==> config.mk <==
export PLATFORM = sky130hd
export DESIGN_NAME = prog_loader
export DESIGN_NICKNAME = d
export VERILOG_FILES = /design/src/rtl/prog_loader.sv
export SDC_FILE = /design/constraint.sdc
export NUM_CORES = 1
export LEC_CHECK = 0
export BUFFER_PORTS_ARGS = -buffer_cell sky130_fd_sc_hd__buf_2
export CORE_AREA = 2 2 90 92
export DETAILED_ROUTE_END_ITERATION = 10
export DIE_AREA = 0 0 92 94
export PLACE_DENSITY_LB_ADDON = 0.12
export SYNTH_ARGS = -nofsm -noshare
export SYNTH_HDL_FRONTEND = slang
export SYNTH_SLANG_ARGS = --single-unit
==> constraint.sdc <==
create_clock -name clk -period 3.1 [get_ports clk]
set_input_delay 0.155 -clock clk [delete_from_list [all_inputs] [get_ports clk]]
set_output_delay 0.155 -clock clk [all_outputs]
set_load 0.02 [all_outputs]
==> src/rtl/prog_loader.sv <==
// Program loader: receives a byte stream (16-bit word count, then little-endian
// 32-bit words) and writes it into instruction memory while holding the core in
// reset. Releases the core only after a complete, well-formed load.
module prog_loader #(
  parameter int unsigned DEPTH = 256,
  parameter int unsigned AW    = 8
) (
  input  logic          clk,
  input  logic          rst,
  input  logic          start,
  input  logic          byte_valid,
  input  logic [7:0]    byte_data,
  output logic          byte_ready,
  output logic          imem_we,
  output logic [AW-1:0] imem_addr,
  output logic [31:0]   imem_wdata,
  output logic          core_rst_n,
  output logic          busy,
  output logic          done,
  output logic          err
);

  typedef enum logic [2:0] {
    StIdle,
    StHdrLo,
    StHdrHi,
    StData,
    StDone,
    StErr
  } state_e;

  state_e        state_q, state_d;
  logic [15:0]   n_q;
  logic [AW-1:0] widx_q;
  logic [1:0]    bidx_q;
  logic [23:0]   part_q;

  logic          accept;
  logic          start_taken;
  logic          last_word;
  logic [15:0]   n_hdr;
  logic [31:0]   word;

  assign accept      = byte_valid & byte_ready;
  assign start_taken = start & ((state_q == StIdle) | (state_q == StDone) | (state_q == StErr));
  // Full word count as it will be once the high header byte is taken.
  assign n_hdr       = {byte_data, n_q[7:0]};
  // Completed word: the incoming byte is always the most significant one.
  assign word        = {byte_data, part_q};
  // n_q is never zero while in StData, so the subtraction cannot underflow.
  assign last_word   = (32'(widx_q) == (32'(n_q) - 32'd1));

  // Status outputs decode directly from the registered state.
  always_comb begin
    byte_ready = 1'b0;
    busy       = 1'b0;
    done       = 1'b0;
    err        = 1'b0;
    case (state_q)
      StHdrLo, StHdrHi, StData: begin
        byte_ready = 1'b1;
        busy       = 1'b1;
      end
      StDone:  done = 1'b1;
      StErr:   err  = 1'b1;
      default: ;
    endcase
  end

  // Next-state logic.
  always_comb begin
    state_d = state_q;
    case (state_q)
      StIdle, StDone, StErr: if (start) state_d = StHdrLo;
      StHdrLo: if (accept) state_d = StHdrHi;
      StHdrHi: begin
        if (accept) begin
          if ((n_hdr == 16'd0) || (32'(n_hdr) > DEPTH)) state_d = StErr;
          else                                           state_d = StData;
        end
      end
      StData:  if (accept && (bidx_q == 2'd3) && last_word) state_d = StDone;
      default: state_d = StIdle;
    endcase
  end

  // State register.
  always_ff @(posedge clk) begin
    if (rst) state_q <= StIdle;
    else     state_q <= state_d;
  end

  // Header capture, word assembly, memory write port and core reset release.
  always_ff @(posedge clk) begin
    if (rst) begin
      n_q        <= '0;
      widx_q     <= '0;
      bidx_q     <= '0;
      part_q     <= '0;
      imem_we    <= 1'b0;
      imem_addr  <= '0;
      imem_wdata <= '0;
      core_rst_n <= 1'b0;
    end else begin
      imem_we    <= 1'b0;
      // Rises one cycle after entering StDone; drops on the edge start is taken.
      core_rst_n <= (state_q == StDone) && (state_d == StDone);
      if (start_taken) begin
        n_q    <= '0;
        widx_q <= '0;
        bidx_q <= '0;
      end
      if (accept) begin
        case (state_q)
          StHdrLo: n_q[7:0]  <= byte_data;
          StHdrHi: n_q[15:8] <= byte_data;
          StData: begin
            if (bidx_q == 2'd3) begin
              imem_we    <= 1'b1;
              imem_addr  <= widx_q;
              imem_wdata <= word;
              bidx_q     <= 2'd0;
              // Hold the index on the last word so it never reaches DEPTH.
              if (!last_word) widx_q <= widx_q + 1'b1;
            end else begin
              part_q[{bidx_q, 3'b000} +: 8] <= byte_data;
              bidx_q                       <= bidx_q + 2'd1;
            end
          end
          default: ;
        endcase
      end
    end
  end

endmodule

==> results.cfg, run 1 <==
[power_and_ir_drop]
p_per_area_nw_per_um2 = 471.0
vdd_drop_max_mv = 0.2975
p_leak_nw = 1.773

[critical_path]
start_kind = flop
timing.rr.start = n_q[0]
worstSetupStartpoint = n_q[0]
critPathArrivalTime_ns = 3.00
crit_fanout = 9
crit_required_ns = 3.36
path_class = reg -> reg
worst_setup_path_end_kind = flop

[sta]
fin_crit_ns = 2.743
fin_crit_sh_pct = 88.50
skew_ns = 0.01237
slew_viol_final = 0
setup_viol = 0
tightest_slew_ns = 0.9409
tns_ns = 0
rsz0062_at_grt = false
timing.fmax_mhz = 364.5
holdWs_ns = 0.1175
relSlewSlack_pct = 37.14
hold_violations = 0

[drt]
drt_iter0_drc = 163
routed.top_layer = met4
wl_um = 10350
wl_met1_um = 4898
wl_met3_um = 568
vias = 3786
route.met2.wl_um = 4716
wire_per_inst_um = 15.54
viasPerCell = 5.685
route.detailed.drc = 0
ant_nets = 0
dr.pass1.iters = 4

[clocking]
cts_buffers = 9
cts_tree = yes
worstSkewPairLatency_ns = 0.37
cts.sinks = 95
cts_max_path_buffers = 2
clk_pin_slew_worst_paths_ns = 0.10
htreeDepth = 3
hold_buffers = 0
ctsResizeCount = 0
cts_root_buf = clkbuf_8
post_cts_buffers = 0

[placement]
dp_hpwl_um = 6949
io_buffers = 57
globalplace.congestion = 0.8480

[synth]
synth_edf_count = 0
synth_ff_type = dfxtp_1
synthCells = 518
syn_nets = 537
syn_avg_cell_area_um2 = 8.002
async_flop_share_pct = 0
yosysWarnings = 0
yosysUniqueCellTypes = 53
yosysSeqAreaShare_pct = 45.88
synth-seq-cells = 95
syn_area_um2 = 4145

[min_path]
hp-start = byte_data[7]
hold_class = in -> reg

[floorplanning]
coreArea_um2 = 7607
die_h_um = 94
start_util_pct = 54.49
die_w_um = 92
dieArea_um2 = 8648
rows = 32
io_pins = 58

[grt]
antenna_found_initial = 0
gr-total-overflow = 0
grtUsageTotal_pct = 25.04
grt_max_degree = 50
grt_pass1_vias = 3369
grt_pass1_wl_um = 16990

[status]
status = finished clean

[finish]
final_cell_mix = nand2_1 (115), dfxtp_1 (95), a21oi_1 (71), buf_2 (57), nand3_1 (33)
area_delta_synth_final_pct = 12.25
insertedDiodeCount = 0
final_common_cell = nand2_1
drive_gt1_share_pct = 15.96
final_nets = 578

[job]
max_cap_viol_count = 0
## flip-flops by register name (all words and copies together) (netlist names)
name	cells
core_rst_n	1
imem_addr	8
state_q	3
imem_wdata	32
bidx_q	2
part_q	24
imem_we	1
n_q	16
widx_q	8
## worst max-delay path, cell delays in order, from the launching register on
cell and delay [ns]:
dfxtp_1 0.49, inv_1 0.08, ha_1 0.33, o21bai_1 0.24, and4_1 0.21, o32a_1 0.18
nor4_2 0.38, and2_1 0.39, nor2_2 0.07, a211o_1 0.27
## area by class of cell
type	instances	area (um^2)
Fill cell	730	2954
Sequential cell	95	1902
Multi-Input combinational cell	376	2038
Inverter	11	41.29
Tap cell	102	127.6
Clock inverter	7	67.56
Clock buffer	9	123.9
Timing Repair Buffer	66	352.8
## synth_stat cells (all sizes together), types with 4 or more instances
cell,count,area [um^2]
buf,6,50.04
dfxtp,95,1902
nor3,9,56.31
and2,6,37.54
or3,4,25.02
xor2,5,43.79
nor2,33,128.9
a21o,4,30.03
a21oi,71,355.3
a22oi,16,120.1
ha,7,87.58
a31oi,4,25.02
nand3,33,165.2
nand2,115,431.7
xnor2,7,61.31
a211oi,4,30.03
nor4,4,31.28
nand2b,7,43.79
inv,11,41.29
nor3b,5,37.54
and3,6,37.54
clkbuf,30,113.9
## power by group
| group | switching, mW | total, mW | internal (mW) |
|---|---|---|---|
| sequential | 0.0140 | 1.24 | 1.23 |
| clock | 0.480 | 0.791 | 0.311 |
| combinational | 0.104 | 0.159 | 0.0553 |
| total | 0.598 | 2.19 | 1.59 |
## per-stage QoR
| step | utilization (%) | setup slack (ns) | area, um^2 | total power [mW] | instances |
|---|---|---|---|---|---|
| floorplan | - | 0.7453 | 4145 | 1.376 | 518 |
| global placement | 58.65 | 0.4153 | 4462 | 1.428 | 650 |
| detailed placement | 58.65 | 0.3759 | 4462 | 1.426 | 650 |
| CTS | 61.17 | 0.3418 | 4653 | 2.205 | 666 |
| global route | 61.17 | 0.1499 | 4653 | 2.283 | 666 |
| finish | 61.17 | 0.3566 | 4653 | 2.192 | 666 |
## per-layer routing
layer / vias up / global-route usage (%)
met5: - / 0
met4: 0 / 7.214
met3: 13 / 4.735
met2: 116 / 39.40
met1: 1800 / 35.20
li1: 1857 / -
## final timing paths
check	to	slack, ns	cells after the start
max	widx_q[7]	0.36	9
min	imem_wdata[31]	0.12	3
max reg2reg	widx_q[7]	0.36	9
min reg2reg	imem_wdata[18]	0.45	2
## kinds of logic (layout without fill, tap and decap cells)
kind of cell               after synthesis  after routing  share of synthesized area (%)
xor gates and xnor gates                12             12                          2.535
adders and majority gates                7              7                          2.113
buffers and inverters                   47             93                          4.950
muxes                                    1              1                         0.2415
and+or+nand+nor                        238            238                          26.92
DFF                                     95             95                          45.88
AOI/OAI and AO/OA                      118            118                          17.36
Note: power is estimated with default switching activity, not from simulation.
==> run 2: changes to the inputs <==
--- a/config.mk
+++ b/config.mk
@@ -6,10 +6,11 @@
 export NUM_CORES = 1
 export LEC_CHECK = 0
 export BUFFER_PORTS_ARGS = -buffer_cell sky130_fd_sc_hd__buf_2
+export CAP_MARGIN = 20
 export CORE_AREA = 2 2 90 92
 export DETAILED_ROUTE_END_ITERATION = 10
 export DIE_AREA = 0 0 92 94
-export PLACE_DENSITY_LB_ADDON = 0.12
+export PLACE_DENSITY = 0.76
 export SYNTH_ARGS = -nofsm -noshare
 export SYNTH_HDL_FRONTEND = slang
 export SYNTH_SLANG_ARGS = --single-unit
==> run 2 against run 1 <==
Sequential power about the same. Critical endpoint unchanged. Setup slack better by 0.0096 ns. Combinational power down 3%. First-iteration DRC count up 20%. Critical path type unchanged.
==> results.cfg, run 2 (same netlist as run 1, synthesis figures left out) <==
[finish]
area_delta_synth_final_pct = 12.53
instances_no_fill = 663
fill_cells = 685
final_common_cell = nand2_1
final_nets = 575
top_register = imem_wdata
top_regs = imem_wdata: 32 flops, part_q: 24 flops, n_q: 16 flops
final_cell_mix = nand2_1 (115), dfxtp_1 (95), a21oi_1 (71), buf_2 (57), nand3_1 (33)
insertedDiodeCount = 0
regArea_um2 = 1902
drive_gt1_share_pct = 15.33
multiInputGateArea_um2 = 2038
largest_reg_flops = 32

[placement]
placed_cells = 647
dpl_worst_slack_ns = 0.4076
io_buffers = 57
globalplace.congestion = 0.9063
dp_hpwl_um = 6679

[drt]
wire_per_inst_um = 14.83
route.detailed.drc = 0
viasPerCell = 5.581
dr.pass1.iters = 4
vias = 3700
wl_um = 9831
ant_nets = 0
drt_iter0_drc = 196

[power_and_ir_drop]
p_switching_mw = 0.5669
seqPwrFrac_pct = 53.6
power.internal_mw = 1.748
p_per_area_nw_per_um2 = 496.2
p_leak_nw = 1.780
vdd_drop_max_mv = 0.2681
power.share.switching_pct = 24.49
p_comb_share_pct = 6.6
p_total_mw = 2.314
power_frac_clock_pct = 39.8

[sta]
fin_crit_sh_pct = 88.19
holdWs_ns = 0.1273
tightest_slew_ns = 0.8855
fin_crit_ns = 2.734
skew_ns = 0.01307
hold_violations = 0
timing.fmax_mhz = 365.8
tns_ns = 0
fin_ws_ns = 0.3662
slew_viol_final = 0
relSlewSlack_pct = 40.84
rsz0062_at_grt = false
setup_viol = 0

[grt]
gr-total-overflow = 0
grt_pass1_wl_um = 16100
grtUsageTotal_pct = 23.68
grt_pass1_vias = 3311
antenna_found_initial = 0
grt_max_degree = 52

[floorplanning]
die_h_um = 94
die_w_um = 92
io_pins = 58
coreArea_um2 = 7607
start_util_pct = 54.49
dieArea_um2 = 8648
rows = 32

[min_path]
hp-start = byte_data[7]
hold_class = in -> reg
holdPathEnd = imem_wdata[31]
holdPathStages = 3

[critical_path]
timing.rr.start = n_q[0]
r2r_setup_slack_ns = 0.37
ff2ff_path_depth = 9
worstReg2RegEnd = widx_q[7]
worst_setup_path_end_kind = flop
path_class = reg -> reg
crit_fanout = 9
critPathArrivalTime_ns = 2.98
crit_required_ns = 3.35
start_kind = flop

[clocking]
post_cts_buffers = 0
ctsResizeCount = 0
hold_buffers = 0
clk_pin_slew_worst_paths_ns = 0.10
cts_max_path_buffers = 2
cts.sinks = 95
worstSkewPairLatency_ns = 0.36
cts_tree = yes
cts_root_buf = clkbuf_8
cts_buffers = 9
htreeDepth = 3

[status]
status = finished clean

[job]
max_cap_viol_count = 0
==> run 2: changes by cell type in the layout (fill, tap and decap cells not counted) <==
cell and change:
inv_8 -1, clkbuf_1 +1, clkinvlp_4 -2, buf_4 -3, inv_6 +1, clkinv_2 -1, clkinv_4 +1, clkinv_8 -1
bufinv_16 +2
==> run 2: worst max-delay path: stages, from the launching register on <==
cell and delay [ns]:
dfxtp_1 0.48, inv_1 0.08, ha_1 0.33, o21bai_1 0.25
and4_1 0.21, o32a_1 0.18, nor4_2 0.38, and2_1 0.36
nor2_2 0.08, a211o_1 0.27
==> run 2: power groups by stage <==
stage	clock, mW	sequential, mW	combinational, mW
floorplan	0	1.26	0.115
global placement	0	1.27	0.151
detailed placement	0	1.27	0.151
CTS	0.930	1.24	0.152
global route	0.978	1.24	0.169
finish	0.920	1.24	0.154
==> run 2: cell type report <==
type	instances	share of cell area (%)
clock buffers	10	2.736
clock inverters	6	2.092
inverters	11	0.8852
multi-input cells	376	43.70
flip-flops and latches	95	40.77
well taps	102	2.736
repair buffers	63	7.082
==> run 2: stage by stage <==
stage          util (%)  area [um^2]
2_1_floorplan         -         4145
3_5_place_dp      58.36         4439
5_1_grt           61.32         4664
3_3_place_gp      58.36         4439
6_report          61.32         4664
4_1_cts           61.32         4664
==> run 2: routing by layer <==
metal	up-vias	part of all wire (%)	routed length (um)	track usage [%]
met5	-	0	0	0
li1	1843	-	-	-
met1	1695	45	4404	32.44
met2	144	46	4543	36.95
met4	0	1.9	190	9.950
met3	18	7.0	692	4.254
==> run 2: worst max-delay path by stage <==
stage | startpoint | endpoint | slack [ns]
after global routing | n_q[0] | widx_q[7] | 0.16
final | n_q[0] | widx_q[7] | 0.37
after floorplan | n_q[0] | widx_q[7] | 0.75
after global placement | n_q[0] | widx_q[7] | 0.53
after detailed placement | n_q[0] | widx_q[7] | 0.41
after CTS | n_q[0] | widx_q[7] | 0.38
==> run 3: changes to the inputs <==
--- a/config.mk
+++ b/config.mk
@@ -7,10 +7,9 @@
 export LEC_CHECK = 0
 export BUFFER_PORTS_ARGS = -buffer_cell sky130_fd_sc_hd__buf_2
 export CAP_MARGIN = 20
-export CORE_AREA = 2 2 90 92
+export CORE_AREA = 2 2 112 114
 export DETAILED_ROUTE_END_ITERATION = 10
-export DIE_AREA = 0 0 92 94
-export PLACE_DENSITY = 0.76
+export DIE_AREA = 0 0 114 116
 export SYNTH_ARGS = -nofsm -noshare
 export SYNTH_HDL_FRONTEND = slang
 export SYNTH_SLANG_ARGS = --single-unit
==> run 3 against run 2 <==
Utilization decreased by 21 points. Largest cell class unchanged. Final cell count is 7.2% higher. Critical endpoint unchanged. Highest routed layer unchanged. Sequential power barely moved.
==> results.cfg, run 3 (same netlist as run 1, synthesis figures left out) <==
[drt]
wl_um = 10860
ant_nets = 0
wire_per_inst_um = 15.27
dr.pass1.iters = 5
drt_iter0_drc = 321
viasPerCell = 5.280
route.detailed.drc = 0
vias = 3754

[critical_path]
worst_path_max_delay_cell = or4_1
crit_buf_inv = 1
crit_fanout = 9
path_class = reg -> reg
start_kind = flop
r2r_setup_slack_ns = 0.35
worst_setup_path_end_kind = flop
cpPeakStageDelay_ns = 0.45
crit_chain = inv_1 > ha_1 > o21ai_0 > or4_1 > o31a_1 > a32oi_2 > and2_1 > nor2_2 > a211o_1
cp_top_family = simple AND/OR/NAND/NOR gates
crit_required_ns = 3.33
critPathArrivalTime_ns = 2.99

[sta]
relSlewSlack_pct = 38.09
tns_ns = 0
hold_violations = 0
fin_crit_ns = 2.755
timing.fmax_mhz = 363.0
rsz0062_at_grt = false
slew_viol_final = 0
skew_ns = 0.003006
tightest_slew_ns = 0.9266
fin_crit_sh_pct = 88.87
setup_viol = 0

[clocking]
worstSkewPairLatency_ns = 0.34
cts.sinks = 95
post_cts_buffers = 0
cts_max_path_buffers = 2
hold_buffers = 0
cts_buffers = 9
htreeDepth = 3
cts_tree = yes
ctsResizeCount = 0
cts_root_buf = clkbuf_16
clk_pin_slew_worst_paths_ns = 0.07

[grt]
gr-total-overflow = 0
grt_max_degree = 83
antenna_found_initial = 0
grtUsageTotal_pct = 17.12
grt_pass1_wl_um = 17910
grt_pass1_vias = 3493

[floorplanning]
rows = 40
dieArea_um2 = 13220
die_w_um = 114
die_h_um = 116
start_util_pct = 34.80
io_pins = 58
coreArea_um2 = 11910

[finish]
area_delta_synth_final_pct = 15.88
post-route-util_pct = 40.33
drive_gt1_share_pct = 15.78
insertedDiodeCount = 0
final_cell_mix = nand2_1 (115), dfxtp_1 (95), a21oi_1 (71), buf_2 (57), nand3_1 (33)
instances_no_fill = 711
largest_reg_flops = 32
final_common_cell = nand2_1
top_regs = imem_wdata: 32 flops, part_q: 24 flops, n_q: 16 flops
final_nets = 578
top_register = imem_wdata

[status]
status = finished clean

[job]
max_cap_viol_count = 0

[placement]
io_buffers = 57
placed_cells = 695
globalplace.congestion = 0.8605
dp_hpwl_um = 7516

[power_and_ir_drop]
vdd_drop_max_mv = 0.2581
p_per_area_nw_per_um2 = 514.9
p_leak_nw = 1.817

[min_path]
hold_class = in -> reg
-- run 3: cell count changes in the layout (fill, tap and decap cells not counted), sizes merged --
cell      previous run  this run
buf                 63        66
clkinvlp             0         2
inv                 14        12
clkbuf              10        12
bufinv               2         0
-- run 3: worst register-to-register path: cells and delay by family, from the launching register on --
kind / cells / cell delay (ns)
adder cells (fa/ha/maj): 1 / 0.37
AO/OA/AOI/OAI: 4 / 0.90
buffers and inverters: 1 / 0.09
AND/OR/NAND/NOR: 3 / 0.90
flip-flops: 1 / 0.39
-- run 3: worst paths after layout --
check | depth (start not counted) | to | from
max | 9 | widx_q[7] | n_q[0]
max reg2reg | 9 | widx_q[7] | n_q[0]
min | 2 | imem_addr[5] | rst
min reg2reg | 2 | imem_wdata[27] | imem_wdata[27]
-- run 3: power breakdown --
group	internal [mW]	total (mW)	switching, mW
Clock	0.590	1.07	0.482
Sequential	1.23	1.24	0.0136
Combinational	0.0541	0.159	0.105
Total	1.87	2.47	0.601
-- run 3: routing by layer --
metal / up-vias / share of wire, % / wire (um) / global-route usage (%)
met3: 13 / 6.0 / 647 / 4.132
met2: 111 / 43 / 4668 / 25.83
li1: 1860 / - / - / -
met5: - / 0 / 0 / 0
met4: 0 / 1.5 / 159 / 5.447
met1: 1770 / 50 / 5382 / 24.17
-- run 3: per-stage QoR --
step	hold slack, ns	power (mW)	setup WS, ns	cell area, um^2
after global placement	0.4406	1.429	0.4581	4518
final	0.1027	2.473	0.3452	4803
after global routing	0.1089	2.561	0.1144	4803
after CTS	0.09016	2.500	0.3602	4803
after floorplan	0.2910	1.376	0.7453	4145
after detailed placement	0.4439	1.428	0.3768	4518
-- run 3: cell type report --
class                   count  area [um^2]
clock buffers              12        256.5
repair buffers             66        352.8
clock inverters             4        28.78
multi-input cells         376         2038
well taps                 147        183.9
fillers                  1263         7108
inverters                  11        41.29
flip-flops and latches     95         1902
